File: config.mk
export PLATFORM = sky130hd
export DESIGN_NAME = spi_reg_sequencer
export DESIGN_NICKNAME = d
export VERILOG_FILES = /design/src/rtl/spi_reg_sequencer.sv
export SDC_FILE = /design/constraint.sdc
export NUM_CORES = 1
export LEC_CHECK = 0
export ABC_CLOCK_PERIOD_IN_PS = 3390
export CORE_ASPECT_RATIO = 0.9
export CORE_UTILIZATION = 30
export CTS_CLUSTER_DIAMETER = 60
export DETAILED_ROUTE_END_ITERATION = 12
export PLACE_DENSITY = 0.64
export SYNTH_ARGS = -nofsm -noshare
export SYNTH_HDL_FRONTEND = slang
export SYNTH_SLANG_ARGS = --single-unit
File: constraint.sdc
create_clock -name i_sys_clk -period 3.39 [get_ports i_sys_clk]
set_input_delay 1.017 -clock i_sys_clk [delete_from_list [all_inputs] [get_ports i_sys_clk]]
set_output_delay 1.017 -clock i_sys_clk [all_outputs]
set_load 0.01 [all_outputs]
File: src/rtl/spi_reg_sequencer.sv
// spi_reg_sequencer
//   Register-access front end for the SPI master. Takes one read/write
//   register command at a time, packs it into a serial frame, runs the
//   master's PISO request/ack handshake, waits for the SIPO completion
//   pulse (or a timeout) and returns exactly one response per command.
//
// Ports
//   i_sys_clk, i_sys_rst_n        clock, asynchronous active-low reset
//   i_cmd_valid/o_cmd_ready       command handshake
//   i_cmd_rw/addr/wdata           command fields (rw: 1 = read)
//   o_rsp_valid/i_rsp_ready       response handshake
//   o_rsp_rdata, o_rsp_err        read data (0 for writes/timeouts), timeout flag
//   o_piso_data/xfer_size/req     frame, frame length and request to the master
//   i_piso_ack                    master accepted the request (pulse)
//   i_sipo_data, i_sipo_rdy       received frame and completion pulse
module spi_reg_sequencer #(
    parameter int ADDR_WIDTH     = 7,
    parameter int DATA_WIDTH     = 16,
    parameter int MAX_XFER_SIZE  = 32,
    parameter int TIMEOUT_CYCLES = 65535
) (
    input  logic                                 i_sys_clk,
    input  logic                                 i_sys_rst_n,
    input  logic                                 i_cmd_valid,
    output logic                                 o_cmd_ready,
    input  logic                                 i_cmd_rw,
    input  logic [ADDR_WIDTH-1:0]                i_cmd_addr,
    input  logic [DATA_WIDTH-1:0]                i_cmd_wdata,
    output logic                                 o_rsp_valid,
    input  logic                                 i_rsp_ready,
    output logic [DATA_WIDTH-1:0]                o_rsp_rdata,
    output logic                                 o_rsp_err,
    output logic [MAX_XFER_SIZE-1:0]             o_piso_data,
    output logic [$clog2(MAX_XFER_SIZE)-1:0]     o_piso_xfer_size,
    output logic                                 o_piso_req,
    input  logic                                 i_piso_ack,
    input  logic [MAX_XFER_SIZE-1:0]             i_sipo_data,
    input  logic                                 i_sipo_rdy
);
    localparam int XFER_CNT_WIDTH = $clog2(MAX_XFER_SIZE);
    localparam int FRAME_BITS     = 1 + ADDR_WIDTH + DATA_WIDTH;
    localparam int TO_WIDTH       = $clog2(TIMEOUT_CYCLES + 1);
    localparam logic [TO_WIDTH-1:0]       TO_LAST    = TO_WIDTH'(TIMEOUT_CYCLES - 1);
    localparam logic [XFER_CNT_WIDTH-1:0] FRAME_SIZE = XFER_CNT_WIDTH'(FRAME_BITS);

    // The frame length must be expressible in the transfer-size field and
    // must fit on the master's data bus.
    generate
        if (FRAME_BITS > (2 ** XFER_CNT_WIDTH) - 1) begin : g_frame_size_check
            $error("FRAME_BITS does not fit in the transfer-size field");
        end
        if (FRAME_BITS > MAX_XFER_SIZE) begin : g_frame_bus_check
            $error("FRAME_BITS exceeds MAX_XFER_SIZE");
        end
    endgenerate

    typedef enum logic [1:0] {
        IDLE      = 2'd0,
        REQ       = 2'd1,
        WAIT_DONE = 2'd2,
        RSP       = 2'd3
    } state_t;

    state_t                    state_reg, state_next;
    logic                      cmd_ready_reg, cmd_ready_next;
    logic                      rsp_valid_reg, rsp_valid_next;
    logic [DATA_WIDTH-1:0]     rsp_rdata_reg, rsp_rdata_next;
    logic                      rsp_err_reg, rsp_err_next;
    logic                      piso_req_reg, piso_req_next;
    logic [MAX_XFER_SIZE-1:0]  piso_data_reg, piso_data_next;
    logic [TO_WIDTH-1:0]       to_cnt_reg, to_cnt_next;

    logic [MAX_XFER_SIZE-1:0]  frame;
    logic [DATA_WIDTH-1:0]     sipo_payload;
    logic                      unused_sipo;

    // Frame: {data, addr, rw} from LSB upward; read frames carry zero data.
    always_comb begin
        frame                             = '0;
        frame[0]                          = i_cmd_rw;
        frame[ADDR_WIDTH:1]               = i_cmd_addr;
        frame[FRAME_BITS-1:ADDR_WIDTH+1]  = i_cmd_rw ? '0 : i_cmd_wdata;
    end

    assign sipo_payload = i_sipo_data[FRAME_BITS-1:ADDR_WIDTH+1];
    // Only the data field of the returned frame is meaningful.
    assign unused_sipo  = ^i_sipo_data;

    always_comb begin
        state_next     = state_reg;
        rsp_valid_next = rsp_valid_reg;
        rsp_rdata_next = rsp_rdata_reg;
        rsp_err_next   = rsp_err_reg;
        piso_req_next  = piso_req_reg;
        piso_data_next = piso_data_reg;
        to_cnt_next    = to_cnt_reg;

        case (state_reg)
            IDLE: begin
                if (i_cmd_valid && cmd_ready_reg) begin
                    piso_data_next = frame;
                    piso_req_next  = 1'b1;
                    to_cnt_next    = '0;
                    state_next     = REQ;
                end
            end
            REQ: begin
                to_cnt_next = to_cnt_reg + TO_WIDTH'(1);
                // Completion outranks timeout; a bare rdy without ack is stray.
                if (i_piso_ack && i_sipo_rdy) begin
                    piso_req_next  = 1'b0;
                    rsp_valid_next = 1'b1;
                    rsp_rdata_next = piso_data_reg[0] ? sipo_payload : '0;
                    rsp_err_next   = 1'b0;
                    state_next     = RSP;
                end else if (to_cnt_reg == TO_LAST) begin
                    piso_req_next  = 1'b0;
                    rsp_valid_next = 1'b1;
                    rsp_rdata_next = '0;
                    rsp_err_next   = 1'b1;
                    state_next     = RSP;
                end else if (i_piso_ack) begin
                    piso_req_next  = 1'b0;
                    state_next     = WAIT_DONE;
                end
            end
            WAIT_DONE: begin
                to_cnt_next = to_cnt_reg + TO_WIDTH'(1);
                if (i_sipo_rdy) begin
                    rsp_valid_next = 1'b1;
                    rsp_rdata_next = piso_data_reg[0] ? sipo_payload : '0;
                    rsp_err_next   = 1'b0;
                    state_next     = RSP;
                end else if (to_cnt_reg == TO_LAST) begin
                    piso_req_next  = 1'b0;
                    rsp_valid_next = 1'b1;
                    rsp_rdata_next = '0;
                    rsp_err_next   = 1'b1;
                    state_next     = RSP;
                end
            end
            RSP: begin
                if (i_rsp_ready) begin
                    rsp_valid_next = 1'b0;
                    state_next     = IDLE;
                end
            end
            default: state_next = IDLE;
        endcase

        // Ready is registered so it tracks the state one cycle ahead.
        cmd_ready_next = (state_next == IDLE);
    end

    always_ff @(posedge i_sys_clk or negedge i_sys_rst_n) begin
        if (!i_sys_rst_n) begin
            state_reg     <= IDLE;
            cmd_ready_reg <= 1'b0;
            rsp_valid_reg <= 1'b0;
            rsp_rdata_reg <= '0;
            rsp_err_reg   <= 1'b0;
            piso_req_reg  <= 1'b0;
            piso_data_reg <= '0;
            to_cnt_reg    <= '0;
        end else begin
            state_reg     <= state_next;
            cmd_ready_reg <= cmd_ready_next;
            rsp_valid_reg <= rsp_valid_next;
            rsp_rdata_reg <= rsp_rdata_next;
            rsp_err_reg   <= rsp_err_next;
            piso_req_reg  <= piso_req_next;
            piso_data_reg <= piso_data_next;
            to_cnt_reg    <= to_cnt_next;
        end
    end

    assign o_cmd_ready      = cmd_ready_reg;
    assign o_rsp_valid      = rsp_valid_reg;
    assign o_rsp_rdata      = rsp_rdata_reg;
    assign o_rsp_err        = rsp_err_reg;
    assign o_piso_req       = piso_req_reg;
    assign o_piso_data      = piso_data_reg;
    assign o_piso_xfer_size = FRAME_SIZE;

endmodule

==> results of run 1 <==
==> kinds of logic (layout without fill, tap and decap cells) <==
family / after synthesis / in the layout / synth area share (%)
and+or+nand+nor: 123 / 123 / 21.1
DFF: 62 / 62 / 51.3
AOI/OAI and AO/OA: 60 / 60 / 15.4
buffers and inverters: 35 / 118 / 6.37
adders and majority gates: 7 / 7 / 2.89
xor gates and xnor gates: 7 / 7 / 2.03
other: 2 / 13 / 0.248
muxes: 2 / 2 / 0.662
==> synth_stat cells (all sizes together) (2+ instances only) <==
master,number
a2111oi,2
a211o,2
a211oi,2
a21o,2
a21oi,12
a22o,16
and3,2
buf,17
clkbuf,10
conb,2
dfrtp,62
ha,7
inv,8
mux2i,2
nand2,64
nand2b,3
nand3,7
nand3b,16
nand4,5
nor2,12
nor2b,3
nor3,3
o2111ai,2
o21ai,9
o21bai,3
or2,2
or3,3
xnor2,5
xor2,2
==> routing by layer <==
metal,vias to the layer above,track usage (%)
met5,-,0
met1,1148,18.6
li1,1178,-
met4,0,4.00
met3,12,4.69
met2,72,21.5
==> worst min-delay path by stage <==
stage,to,slack [ns],cells past startpoint
detailed placement,o_piso_data[23],0.46,2
global placement,o_piso_data[9],0.45,2
CTS,o_piso_data[9],0.47,2
global route,o_piso_data[22],0.50,2
finish,o_piso_data[23],0.47,2
floorplan,o_piso_data[10],0.51,2
==> power by group <==
group	switching [mW]	internal, mW	total (mW)
logic	0.622	0.653	1.28
registers	0.210	0.996	1.21
clock network	0.309	0.416	0.725
==> layout make-up <==
class                           instances  area [um^2]  share of cell area (%)
Clock buffer                            9          124                    2.94
Clock inverter                          7         98.8                    2.35
Inverter                                8         30.0                   0.714
Multi-Input combinational cell        212         1320                    31.4
Sequential cell                        62         1550                    36.9
Tap cell                              126          158                    3.75
Timing Repair Buffer                   94          923                    21.9
==> per-stage QoR <==
step / cell area [um^2] / power (mW) / util, % / setup WS, ns
after CTS: 4210 / 3.25 / 43.2 / 1.02
after global placement: 3990 / 2.48 / 40.9 / 0.692
after floorplan: 3070 / 1.93 / - / 1.33
final: 4210 / 3.21 / 43.2 / 1.01
after global routing: 4210 / 3.45 / 43.2 / 0.857
after detailed placement: 3990 / 2.51 / 40.9 / 0.666
==> critical path: stages <==
cell and delay, ns:
sky130_fd_sc_hd__clkdlybuf4s50_1 0.51, sky130_fd_sc_hd__nand3_2 0.20, sky130_fd_sc_hd__a211o_1 0.41, sky130_fd_sc_hd__nor3_1 0.29
sky130_fd_sc_hd__mux2i_1 0.21
==> results.rst, run 1 <==
.. list-table::
   :header-rows: 1

   * - Metric
     - Value
   * - Source of the critical timing path
     - i_cmd_valid
   * - Worst Tran Pin Value
     - 0.613 ns
   * - CTS clock-pin slew for the worst setup and hold paths
     - ~0.070 ns
   * - Hold Path Origin
     - o_piso_data[23]
   * - Library cell with the largest summed area after synthesis
     - sky130_fd_sc_hd__dfrtp_1
   * - Detailed-routed wire length on met2
     - about 3200 um
   * - Length of the first detailed-routing pass in iterations
     - 4
   * - Vias
     - roughly 2400
   * - Vias in the first global route
     - 2355
   * - Post-route DRC violation count
     - 0
   * - Proportion of netlist area held by the largest area contributor
     - approximately half
   * - Startpoint type of the worst setup path
     - input port
   * - Highest metal used
     - met4
   * - Setup repair after global routing missed its margin
     - false
   * - Sequential cell area fraction in the yosys report
     - between 50% and 60%
   * - Antenna Cells
     - 0
   * - HPWL after detailed placement
     - approximately 4800 um
   * - Routability congestion estimate
     - between 0.8 and 0.9
   * - Largest cells by area after synthesis
     - sky130_fd_sc_hd__dfrtp_1 51%, sky130_fd_sc_hd__nand2_1 7.9%, sky130_fd_sc_hd__a22o_1 4.6%, sky130_fd_sc_hd__nand3b_1 4.0%, sky130_fd_sc_hd__buf_4 3.2%
   * - Slew margin rel.
     - between 50% and 60%
   * - FFs w/ async S/R, synth
     - 100%
   * - Leading cell types in the layout, fill and taps excluded
     - 88 x sky130_fd_sc_hd__clkdlybuf4s50_1, 64 x sky130_fd_sc_hd__nand2_1, 62 x sky130_fd_sc_hd__dfrtp_1
   * - Arrival time of the worst setup path
     - 2.64 ns
   * - Width of the die
     - 108 um
   * - Met3 WL post-DR
     - 428 um
   * - Setup-failing EPs final
     - 0
   * - Nets
     - 456
   * - Count of mapped cells out of synthesis
     - 298
   * - Area of the mapped netlist
     - between 3000 and 4000 um^2
   * - Root buf cell
     - sky130_fd_sc_hd__clkbuf_8
   * - Post-layout minimum cycle time
     - 2.38 ns
   * - Hold violation total from the final report
     - 0
   * - Floorplan die area
     - 10500 um^2
   * - Number of buffers created by CTS
     - 9
   * - Maximum capacitance violations
     - 0
   * - Post-CTS Resized
     - 0
   * - Reg-to-reg critical path startpoint
     - state_reg[0]
   * - Number of flip-flops and latches in the synthesized netlist
     - 62
   * - Via-to-Cell Ratio
     - 4.65
   * - Final Skew
     - roughly 0.0098 ns
   * - Worst supply voltage drop on vdd
     - 0.320 mV
   * - Clock latency reported for the late side of the worst-skew pair
     - around 0.34 ns
   * - Core Box Area
     - approximately 9700 um^2
   * - Post-synth EDFFs
     - 0
   * - Final hold slack
     - about 0.47 ns
   * - Number of standard cells in the final layout excluding fillers
     - between 500 and 600
   * - Destination of the worst register-to-register timing path
     - to_cnt_reg[13]
   * - Number of sinks on the clock net
     - between 60 and 70
   * - Fill cell total of the finished layout
     - about 960
   * - Reg2Reg Setup Slack
     - 1.10 ns
   * - Met1 wire length
     - 3160 um
   * - Layout cells sized above 1
     - ~8.7%
   * - Endpoint kind of the worst setup timing path
     - register
   * - Maximum number of pins on one net before global-route repair
     - 28
   * - Area Growth Syn to Fin
     - 39.1%
   * - Synthesis Warnings
     - 0
   * - Setup total negative slack
     - 0 ns
   * - TritonCTS clock tree
     - yes
   * - Number of nets with antenna violations after detailed routing
     - 0
   * - Port Buffers
     - 89
   * - DR WL/cell
     - 13.3 um
   * - Longest Clk Path Bufs
     - 2
   * - Crit path kind
     - input port to register
   * - Peak fanout along the critical path
     - 8
   * - Maximum clock frequency
     - roughly 420 MHz
   * - Boundary Pins
     - 119
   * - Total Wirelength
     - 6920 um
   * - First-pass GRT wire length
     - ~12000 um
   * - Result of the run
     - completed
   * - Synth Area per Inst
     - 10.2 um^2
   * - Total instance count after detailed placement
     - 502
   * - Height of the die
     - 97.3 um
   * - Most frequently used flop master after synthesis
     - sky130_fd_sc_hd__dfrtp_1
   * - Fraction of the cycle the final worst path needs
     - around 70%
   * - Violation count after the first detailed-routing iteration
     - 92
   * - Worst Reg-to-Reg Cells
     - 6
   * - H-tree levels
     - 3
   * - Initial antenna violation count
     - 0
   * - Lkg Pwr
     - 1.92 nW
   * - Power density cells
     - between 700 and 800 nW/um^2
   * - Hold_buf cts
     - 0
   * - Final slew viol count
     - 0
   * - Remaining Overflow, GRT
     - 0
   * - Effective utilization at floorplan
     - a little under a third
   * - Crit path to
     - to_cnt_reg[13]
   * - Cell row count
     - 34
   * - Worst min-delay path category
     - register to register
   * - Library cells used by synthesis
     - 51
   * - Most common cell after layout, fill and taps aside
     - sky130_fd_sc_hd__clkdlybuf4s50_1
   * - GRT Resource Usage Total
     - between 10% and 20%
   * - Data required time at the worst endpoint
     - roughly 3.7 ns
   * - # Post-CTS Setup Buffers
     - 0
   * - Max FFs per register
     - 24
Note: power is estimated with default switching activity, not from simulation.
==> run 2, diff against run 1 <==
ABC_CLOCK_PERIOD_IN_PS = 2400   (was 3390)
clock period = 2.4 ns   (was 3.39 ns; I/O delays follow)
==> run 2 against run 1 <==
Compared with the run above:
- worst hold slack lost 0.15 ns
- via count shrank 0.75%
- count of clock-buffer cells in the layout is the same
- cell area grew 1.2%
- global-route usage is essentially flat
- utilization grew 0.50 points
- flip-flop and latch count is the same
- clock power grew 39%
- sequential power grew 41%
- total power grew 42%
- clock skew grew 0.00053 ns
- largest cell class unchanged
==> results.rst, run 2 (synthesized netlist as in run 1, its figures left out) <==
.. list-table::
   :header-rows: 1

   * - Metric
     - Value
   * - Power spent charging and discharging nets
     - 1.61 mW (+41%)
   * - Boundary Pins
     - 119 (unchanged)
   * - H-tree levels
     - 3 (unchanged)
   * - Number of buffers created by CTS
     - 9 (unchanged)
   * - Sequential share of power
     - 37.5% (about the same)
   * - Maximum clock frequency
     - around 470 MHz
   * - Area of combinational cells with multiple inputs
     - 1320 um^2 (unchanged)
   * - Endpoint kind of the worst setup timing path
     - register
   * - Hold violation total from the final report
     - 0 (unchanged)
   * - Height of the die
     - 97.3 um (unchanged)
   * - Arrival time of the worst setup path
     - 2.40 ns (-0.24 ns)
   * - Via-to-Cell Ratio
     - 4.57 (-1.7%)
   * - Busiest layer in global routing
     - met2
   * - Layout cells sized above 1
     - 9.82% (+1.2 points)
   * - Routability congestion estimate
     - 0.781 (-3.1%)
   * - Net switching share of the total power
     - 35.4% (-0.21 points)
   * - Non-Filler Cell Area, Final
     - 4260 um^2 (+1.2%)
   * - Slew margin rel.
     - 62.2% (+3.0 points)
   * - Setup repair after global routing missed its margin
     - false
   * - Cell internal pwr
     - 2.95 mW (+43%)
   * - Maximum capacitance violations
     - 0 (unchanged)
   * - Cell row count
     - 34 (unchanged)
   * - Result of the run
     - completed
   * - Longest Clk Path Bufs
     - 2 (unchanged)
   * - Comb pwr share
     - 40.4% (+0.6 points)
   * - Nets
     - 461 (+1.1%)
   * - DR WL/cell
     - 13.0 um (-2.4%)
   * - Data required time at the worst endpoint
     - 2.66 ns (-0.99 ns)
   * - Setup-failing EPs final
     - 0 (unchanged)
   * - Vias in the first global route
     - 2353 (-0.085%)
   * - Met1 Use GR
     - 19.0% (+0.46 points)
   * - Destination of the worst register-to-register timing path
     - to_cnt_reg[13]
   * - Power density cells
     - 1070 nW/um^2 (+41%)
   * - Crit path kind
     - input port to register
   * - Maximum number of pins on one net before global-route repair
     - 41 (+46%)
   * - Number of sinks on the clock net
     - 62 (unchanged)
   * - Root buf cell
     - sky130_fd_sc_hd__clkbuf_8
   * - Most common cell after layout, fill and taps aside
     - sky130_fd_sc_hd__clkdlybuf4s50_1
   * - Startpoint type of the worst setup path
     - input port
   * - First-pass GRT wire length
     - 11600 um (+0.30%)
   * - Worst Reg-to-Reg Cells
     - 6 (unchanged)
   * - Area of placed instances
     - 4040 um^2 (+1.3%)
   * - Area Growth Syn to Fin
     - 40.7%
   * - Clock network power share
     - 22.1% (-0.5 points)
   * - Port Buffers
     - 89 (unchanged)
   * - Max FFs per register
     - 24 (unchanged)
   * - Final Skew
     - 0.0103 ns (+0.000528 ns)
   * - Initial antenna violation count
     - 0 (unchanged)
   * - # Post-CTS Setup Buffers
     - 0 (unchanged)
   * - Peak fanout along the critical path
     - 7 (-1)
   * - Setup total negative slack
     - 0 ns (unchanged)
   * - Core Box Area
     - 9740 um^2 (unchanged)
   * - Post-CTS Resized
     - 0 (unchanged)
   * - Hold_buf cts
     - 0 (unchanged)
   * - Overall power of the completed layout
     - 4.56 mW (+42%)
   * - Worst supply voltage drop on vdd
     - 0.369 mV (+15%)
   * - Post-route DRC violation count
     - 0 (unchanged)
   * - Width of the die
     - 108 um (unchanged)
   * - Remaining Overflow, GRT
     - 0 (unchanged)
   * - Storage cell area
     - 1550 um^2 (unchanged)
   * - Reg-to-reg critical path startpoint
     - state_reg[1]
   * - Total Wirelength
     - 6820 um (-1.4%)
   * - GR Util met2
     - 21.3% (-0.25 points)
   * - Violation count after the first detailed-routing iteration
     - 117 (+27%)
   * - Final slew viol count
     - 0 (unchanged)
   * - Met3 capacity usage during global routing
     - 4.56% (-0.13 points)
   * - Lkg Pwr
     - 1.94 nW (+1.4%)
   * - Post-layout minimum cycle time
     - between 2 and 2.5 ns
   * - Leading cell types in the layout, fill and taps excluded
     - 88 x sky130_fd_sc_hd__clkdlybuf4s50_1, 64 x sky130_fd_sc_hd__nand2_1, 62 x sky130_fd_sc_hd__dfrtp_1
   * - CTS clock-pin slew for the worst setup and hold paths
     - 0.08 ns (about the same)
   * - Worst min-delay path category
     - input port to asynchronous set/reset pin
   * - GRT Resource Usage Total
     - 14.0% (+0.027 points)
   * - TritonCTS clock tree
     - yes
   * - Effective utilization at floorplan
     - 31.1% (unchanged)
   * - Antenna Cells
     - 0 (unchanged)
   * - Fraction of the cycle the final worst path needs
     - about 89%
   * - Fill cell total of the finished layout
     - 959 (-0.21%)
   * - Worst Tran Pin Value
     - 0.567 ns (-0.0456 ns)
   * - Length of the first detailed-routing pass in iterations
     - 4 (unchanged)
   * - HPWL after detailed placement
     - 4880 um (+1.1%)
   * - Floorplan die area
     - 10500 um^2 (unchanged)
   * - Vias
     - 2392 (-0.75%)
   * - Reg2Reg Setup Slack
     - 0.35 ns (-0.75 ns)
   * - Number of nets with antenna violations after detailed routing
     - 0 (unchanged)
   * - Clock latency reported for the late side of the worst-skew pair
     - 0.34 ns (about the same)
==> run 2: changes by cell type in the layout (fill, tap and decap cells not counted), sizes merged <==
cell / previous run / this run
inv: 8 / 9
clkinv: 4 / 2
clkinvlp: 1 / 2
buf: 6 / 11
==> run 2: stage by stage <==
stage / worst slack [ns] / util, % / instances / hold WS (ns)
2_1_floorplan: 0.514 / - / 309 / 0.424
3_3_place_gp: -0.0212 / 41.4 / 507 / 0.450
3_5_place_dp: -0.0513 / 41.4 / 507 / 0.459
4_1_cts: 0.309 / 43.7 / 523 / 0.319
5_1_grt: 0.129 / 43.7 / 523 / 0.342
6_report: 0.262 / 43.7 / 523 / 0.319
==> run 2: final cells by class <==
type                            count  area share, %
Multi-Input combinational cell    212           31.1
Clock buffer                        9           2.91
Inverter                            8          0.705
Timing Repair Buffer               99           22.9
Tap cell                          126           3.70
Sequential cell                    62           36.4
Clock inverter                      7           2.29
==> run 2: power groups by stage <==
| stage | Clock [mW] | Combinational (mW) | Sequential [mW] |
|---|---|---|---|
| final | 1.01 | 1.84 | 1.71 |
| after CTS | 1.04 | 1.86 | 1.71 |
| after global placement | 0 | 1.83 | 1.71 |
| after detailed placement | 0 | 1.85 | 1.72 |
| after global routing | 1.10 | 2.03 | 1.77 |
| after floorplan | 0 | 0.933 | 1.79 |
==> run 2: worst max path at each step <==
stage | start | endpoint | slack (ns) | cells after the start
6_report | i_cmd_valid | to_cnt_reg[13] | 0.26 | 5
4_1_cts | i_cmd_valid | to_cnt_reg[13] | 0.31 | 5
5_1_grt | state_reg[1] | to_cnt_reg[13] | 0.13 | 6
2_1_floorplan | state_reg[0] | to_cnt_reg[11] | 0.51 | 7
3_3_place_gp | i_cmd_valid | to_cnt_reg[14] | -0.02 | 6
3_5_place_dp | i_cmd_valid | to_cnt_reg[13] | -0.05 | 5
==> run 2: critical path: stages <==
cell	delay, ns
sky130_fd_sc_hd__clkdlybuf4s50_1	0.52
sky130_fd_sc_hd__nand3_2	0.19
sky130_fd_sc_hd__a211o_1	0.39
sky130_fd_sc_hd__nor3_1	0.35
sky130_fd_sc_hd__mux2i_1	0.22
==> run 2: per-layer routing <==
metal	wire length (um)	part of all wire [%]
met5	0	0
met2	3060	45
met1	3310	49
met4	48	0.70
met3	394	5.8
==> run 3, diff against run 2 <==
ABC_CLOCK_PERIOD_IN_PS = 2210   (was 2400)
HOLD_SLACK_MARGIN = 0.06   (was not set)
clock period = 2.21 ns   (was 2.4 ns; I/O delays follow)
==> run 3 against run 2 <==
Compared with the run above:
- non-clock buffer count up 8
- wire length up 3.7%
- highest routed layer unchanged
- critical path depth up 1
- cell area up 1.5%
- first-iteration DRC count up 32%
- die area unchanged
- clock power up 14%
- largest cell class unchanged
- flip-flop and latch count unchanged
- clock skew about the same
- sequential power up 7%
- count of clock-buffer cells in the layout unchanged
==> results.rst, run 3 (synthesized netlist as in run 1, its figures left out) <==
.. list-table::
   :header-rows: 1

   * - Metric
     - Value
   * - Fill cell total of the finished layout
     - 932 (-2.8%)
   * - Critical path's most frequent cell
     - sky130_fd_sc_hd__nor2_1
   * - HPWL after detailed placement
     - 5050 um (+3.5%)
   * - Hold_buf cts
     - 0 (unchanged)
   * - Non-Filler Cell Area, Final
     - 4320 um^2 (+1.5%)
   * - Arrival time of the worst setup path
     - 2.25 ns (-0.15 ns)
   * - Root buf cell
     - sky130_fd_sc_hd__clkbuf_8
   * - Layout cells sized above 1
     - 11.6% (+1.8 points)
   * - Final Skew
     - 0.0104 ns (+0.000102 ns)
   * - Fraction of the cycle the final worst path needs
     - about nine tenths
   * - Worst min-delay path category
     - input port to asynchronous set/reset pin
   * - TritonCTS clock tree
     - yes
   * - Worst Tran Pin Value
     - 0.607 ns (+0.0393 ns)
   * - Setup repair after global routing missed its margin
     - false
   * - Maximum cell stage delay along the critical path
     - 0.49 ns (-0.03 ns)
   * - Effective utilization at floorplan
     - 31.1% (unchanged)
   * - Antenna Cells
     - 0 (unchanged)
   * - Nets
     - 469 (+1.7%)
   * - Lkg Pwr
     - 1.99 nW (+2.6%)
   * - Number of sinks on the clock net
     - 62 (unchanged)
   * - Remaining Overflow, GRT
     - 0 (unchanged)
   * - Vias
     - 2497 (+4.4%)
   * - Area of placed instances
     - 4100 um^2 (+1.5%)
   * - Maximum clock frequency
     - 496 MHz
   * - Overall power of the completed layout
     - 5.05 mW (+11%)
   * - Worst supply voltage drop on vdd
     - 0.503 mV (+36%)
   * - Hold violation total from the final report
     - 0 (unchanged)
   * - Leading cell types in the layout, fill and taps excluded
     - 88 x sky130_fd_sc_hd__clkdlybuf4s50_1, 64 x sky130_fd_sc_hd__nand2_1, 62 x sky130_fd_sc_hd__dfrtp_1
   * - Violation count after the first detailed-routing iteration
     - 154 (+32%)
   * - Clock latency reported for the late side of the worst-skew pair
     - 0.34 ns (about the same)
   * - Boundary Pins
     - 119 (unchanged)
   * - Final slew viol count
     - 0 (unchanged)
   * - Via-to-Cell Ratio
     - 4.70 (+2.8%)
   * - Post-CTS Resized
     - 0 (unchanged)
   * - Maximum capacitance violations
     - 0 (unchanged)
   * - Total Wirelength
     - 7070 um (+3.7%)
   * - Highest-delay cell along the critical path
     - sky130_fd_sc_hd__clkdlybuf4s50_1
   * - Data required time at the worst endpoint
     - 2.44 ns (-0.22 ns)
   * - Routability congestion estimate
     - 0.762 (-2.4%)
   * - Utilization of the core after routing
     - 44.4% (+0.67 points)
   * - Cell row count
     - 34 (unchanged)
   * - Post-route DRC violation count
     - 0 (unchanged)
   * - Area Growth Syn to Fin
     - 42.8%
   * - Most common cell after layout, fill and taps aside
     - sky130_fd_sc_hd__clkdlybuf4s50_1
   * - Slew margin rel.
     - 59.6% (-2.6 points)
   * - Height of the die
     - 97.3 um (unchanged)
   * - Initial antenna violation count
     - 0 (unchanged)
   * - # Post-CTS Setup Buffers
     - 0 (unchanged)
   * - DR WL/cell
     - 13.3 um (+2.1%)
   * - Floorplan die area
     - 10500 um^2 (unchanged)
   * - Startpoint type of the worst setup path
     - input port
   * - Post-layout minimum cycle time
     - around 2.0 ns
   * - GRT Resource Usage Total
     - 14.4% (+0.39 points)
   * - Length of the first detailed-routing pass in iterations
     - 4 (unchanged)
   * - H-tree levels
     - 3 (unchanged)
   * - Max FFs per register
     - 24 (unchanged)
   * - Setup-failing EPs final
     - 0 (unchanged)
   * - Result of the run
     - completed
   * - Maximum number of pins on one net before global-route repair
     - 39 (-4.9%)
   * - Core Box Area
     - 9740 um^2 (unchanged)
   * - Vias in the first global route
     - 2455 (+4.3%)
   * - Crit path kind
     - input port to register
   * - Peak fanout along the critical path
     - 28 (+21)
   * - Number of buffers and inverters on the critical path
     - 2 (+1)
   * - Endpoint kind of the worst setup timing path
     - register
   * - Number of buffers created by CTS
     - 9 (unchanged)
   * - Width of the die
     - 108 um (unchanged)
   * - Ordered list of cells on the worst path
     - clkdlybuf4s50_1 > nand3_2 > buf_4 > nor2_1 > nor2_1 > a41o_1
   * - Power density cells
     - 1170 nW/um^2 (+9.1%)
   * - Port Buffers
     - 89 (unchanged)
   * - Number of nets with antenna violations after detailed routing
     - 0 (unchanged)
   * - Longest Clk Path Bufs
     - 2 (unchanged)
   * - First-pass GRT wire length
     - 11900 um (+2.7%)
   * - CTS clock-pin slew for the worst setup and hold paths
     - 0.08 ns (about the same)
   * - Kind of cell adding the most delay to the critical path
     - buffers and inverters
==> run 3: changes by cell type in the layout (fill, tap and decap cells not counted) <==
cell                         delta
sky130_fd_sc_hd__buf_4          +8
sky130_fd_sc_hd__clkinv_4       -1
sky130_fd_sc_hd__clkinvlp_4     -2
sky130_fd_sc_hd__inv_6          +2
sky130_fd_sc_hd__inv_8          +1
==> run 3: per-layer routing <==
layer / global-route usage, % / vias to the layer above / wire [um]
met5: 0 / - / 0
met4: 4.53 / 0 / 99
met3: 4.29 / 12 / 419
met2: 23.7 / 78 / 3430
met1: 18.0 / 1196 / 3120
li1: - / 1211 / -
==> run 3: final timing paths <==
kind	slack (ns)	start	end	cells after the start
max	0.20	i_cmd_valid	to_cnt_reg[12]	6
min	0.32	i_sys_rst_n	o_piso_data[8]	2
max reg2reg	0.23	state_reg[1]	to_cnt_reg[12]	7
min reg2reg	0.46	o_piso_data[17]	o_piso_data[17]	2
max in group asynchronous	1.46	i_sys_rst_n	to_cnt_reg[6]	2
min in group i_sys_clk	0.46	o_piso_data[17]	o_piso_data[17]	2
==> run 3: layout make-up <==
class / instances / area, um^2 / area share [%]
sequential: 62 / 1550 / 35.9
multi-input combinational: 212 / 1320 / 30.6
timing repair buffer: 107 / 1030 / 23.9
tap: 126 / 158 / 3.65
clock buffer: 9 / 124 / 2.87
clock inverter: 7 / 103 / 2.37
inverter: 8 / 30.0 / 0.695
==> run 3: power by group <==
group	total [mW]	internal [mW]	switching, mW
registers	1.83	1.53	0.304
clock network	1.15	0.653	0.499
logic	2.07	1.08	0.990
total	5.05	3.26	1.79
==> run 3: metrics by stage <==
stage                     setup slack (ns)  setup TNS [ns]  hold WS [ns]  std cells
after global routing                0.0561               0         0.327        531
after global placement              -0.116           -2.12         0.451        515
final                                0.195               0         0.320        531
after CTS                            0.185               0         0.329        531
after floorplan                      0.324               0         0.367        309
after detailed placement            -0.163           -3.19         0.455        515
==> edit: new RTL, settings of run 3 <==
`piso_data_reg` no longer has a reset.
--- a/src/rtl/spi_reg_sequencer.sv
+++ b/src/rtl/spi_reg_sequencer.sv
@@ -160,7 +160,6 @@
             rsp_rdata_reg <= '0;
             rsp_err_reg   <= 1'b0;
             piso_req_reg  <= 1'b0;
-            piso_data_reg <= '0;
             to_cnt_reg    <= '0;
         end else begin
             state_reg     <= state_next;
@@ -169,9 +168,12 @@
             rsp_rdata_reg <= rsp_rdata_next;
             rsp_err_reg   <= rsp_err_next;
             piso_req_reg  <= piso_req_next;
-            piso_data_reg <= piso_data_next;
             to_cnt_reg    <= to_cnt_next;
         end
+    end
+
+    always_ff @(posedge i_sys_clk) begin
+        piso_data_reg <= piso_data_next;
     end
 
     assign o_cmd_ready      = cmd_ready_reg;
Check against the original RTL: differs if i_sys_rst_n is asserted again (counterexample within 4 cycles, from zero or initial values and one cycle with i_sys_rst_n low); with i_sys_rst_n held inactive, the same outputs for 10 cycles.
==> edit against run 3 <==
  * Total power down 18%
  * Sequential share of layout area up 5.6 points
  * Non-clock buffer count down 7
  * Via count down 19%
  * Sequential cell count unchanged
  * Worst setup slack better by 35 ps
  * Routed wire length down 17%
  * Hold slack worse by 43 ps
  * Area after synthesis down 7.7%
  * Design area down 6.7%
  * First-iteration DRC count down 63%
  * Critical path depth down 5
  * Critical endpoint is now o_cmd_ready
  * Largest cell class unchanged
==> edit: results <==
export IMPL_viasPerCell=4.40
export IMPL_cp_max_fo=4
export IMPL_arrival_ps=1320
export IMPL_routed_wl_um=5850
export IMPL_wire_per_inst_um=12.8
export IMPL_worstSetupStartpoint="o_cmd_ready"
export IMPL_dp_hpwl_um=4150
export IMPL_clkPwrFrac=0.234
export IMPL_switchingPower_mw=1.33
export IMPL_first_global_vias=2007
export IMPL_met3_usage=0.0321
export IMPL_ir_drop_uv=491
export IMPL_skew_ps=6.83
export IMPL_p_comb_frac=0.362
export IMPL_status="finished clean"
export IMPL_layout_drive_gt1_share=0.107
export IMPL_synth_area_leaders="dfrtp_1 (34%), edfxtp_1 (26%), a22o_1 (5.0%), nor2b_1 (3.8%), buf_4 (3.5%)"
export IMPL_placed_cells=443
export IMPL_p_int_mw=2.83
export IMPL_r2r_slack_ps=250
export IMPL_nNetsFinal=401
export IMPL_crit_path_end="o_cmd_ready"
export IMPL_finalWeightedCongestion=0.784
export IMPL_whs_ps=278
export IMPL_synthArstFlopShare=0.613
edit: cell types whose count changed after synthesis, sizes merged, moves of 4 or more:
cell	before	now
edfxtp	0	24
clkbuf	10	4
xor2	2	6
and3	2	6
nand2	64	9
nor2b	3	17
dfrtp	62	38
nand3b	16	1
nor2	12	19
edit: cells by family (layout without fill, tap and decap cells):
kind of cell / count (synthesis) / after routing / synth area share
xor+xnor: 13 / 13 / 0.0408
simple gates: 75 / 75 / 0.154
buf+inv: 28 / 124 / 0.0609
compound gates: 43 / 43 / 0.112
fa+ha+maj: 7 / 7 / 0.0314
flops: 62 / 62 / 0.599
other cells: 2 / 13 / 0.00269
edit: cell type report:
cell class	count	area (um2)
tap	122	153
inverter	8	30.0
sequential	62	1670
clock buffer	12	145
clock inverter	4	47.5
multi-input combinational	151	992
timing repair buffer	100	993
fill	866	5050
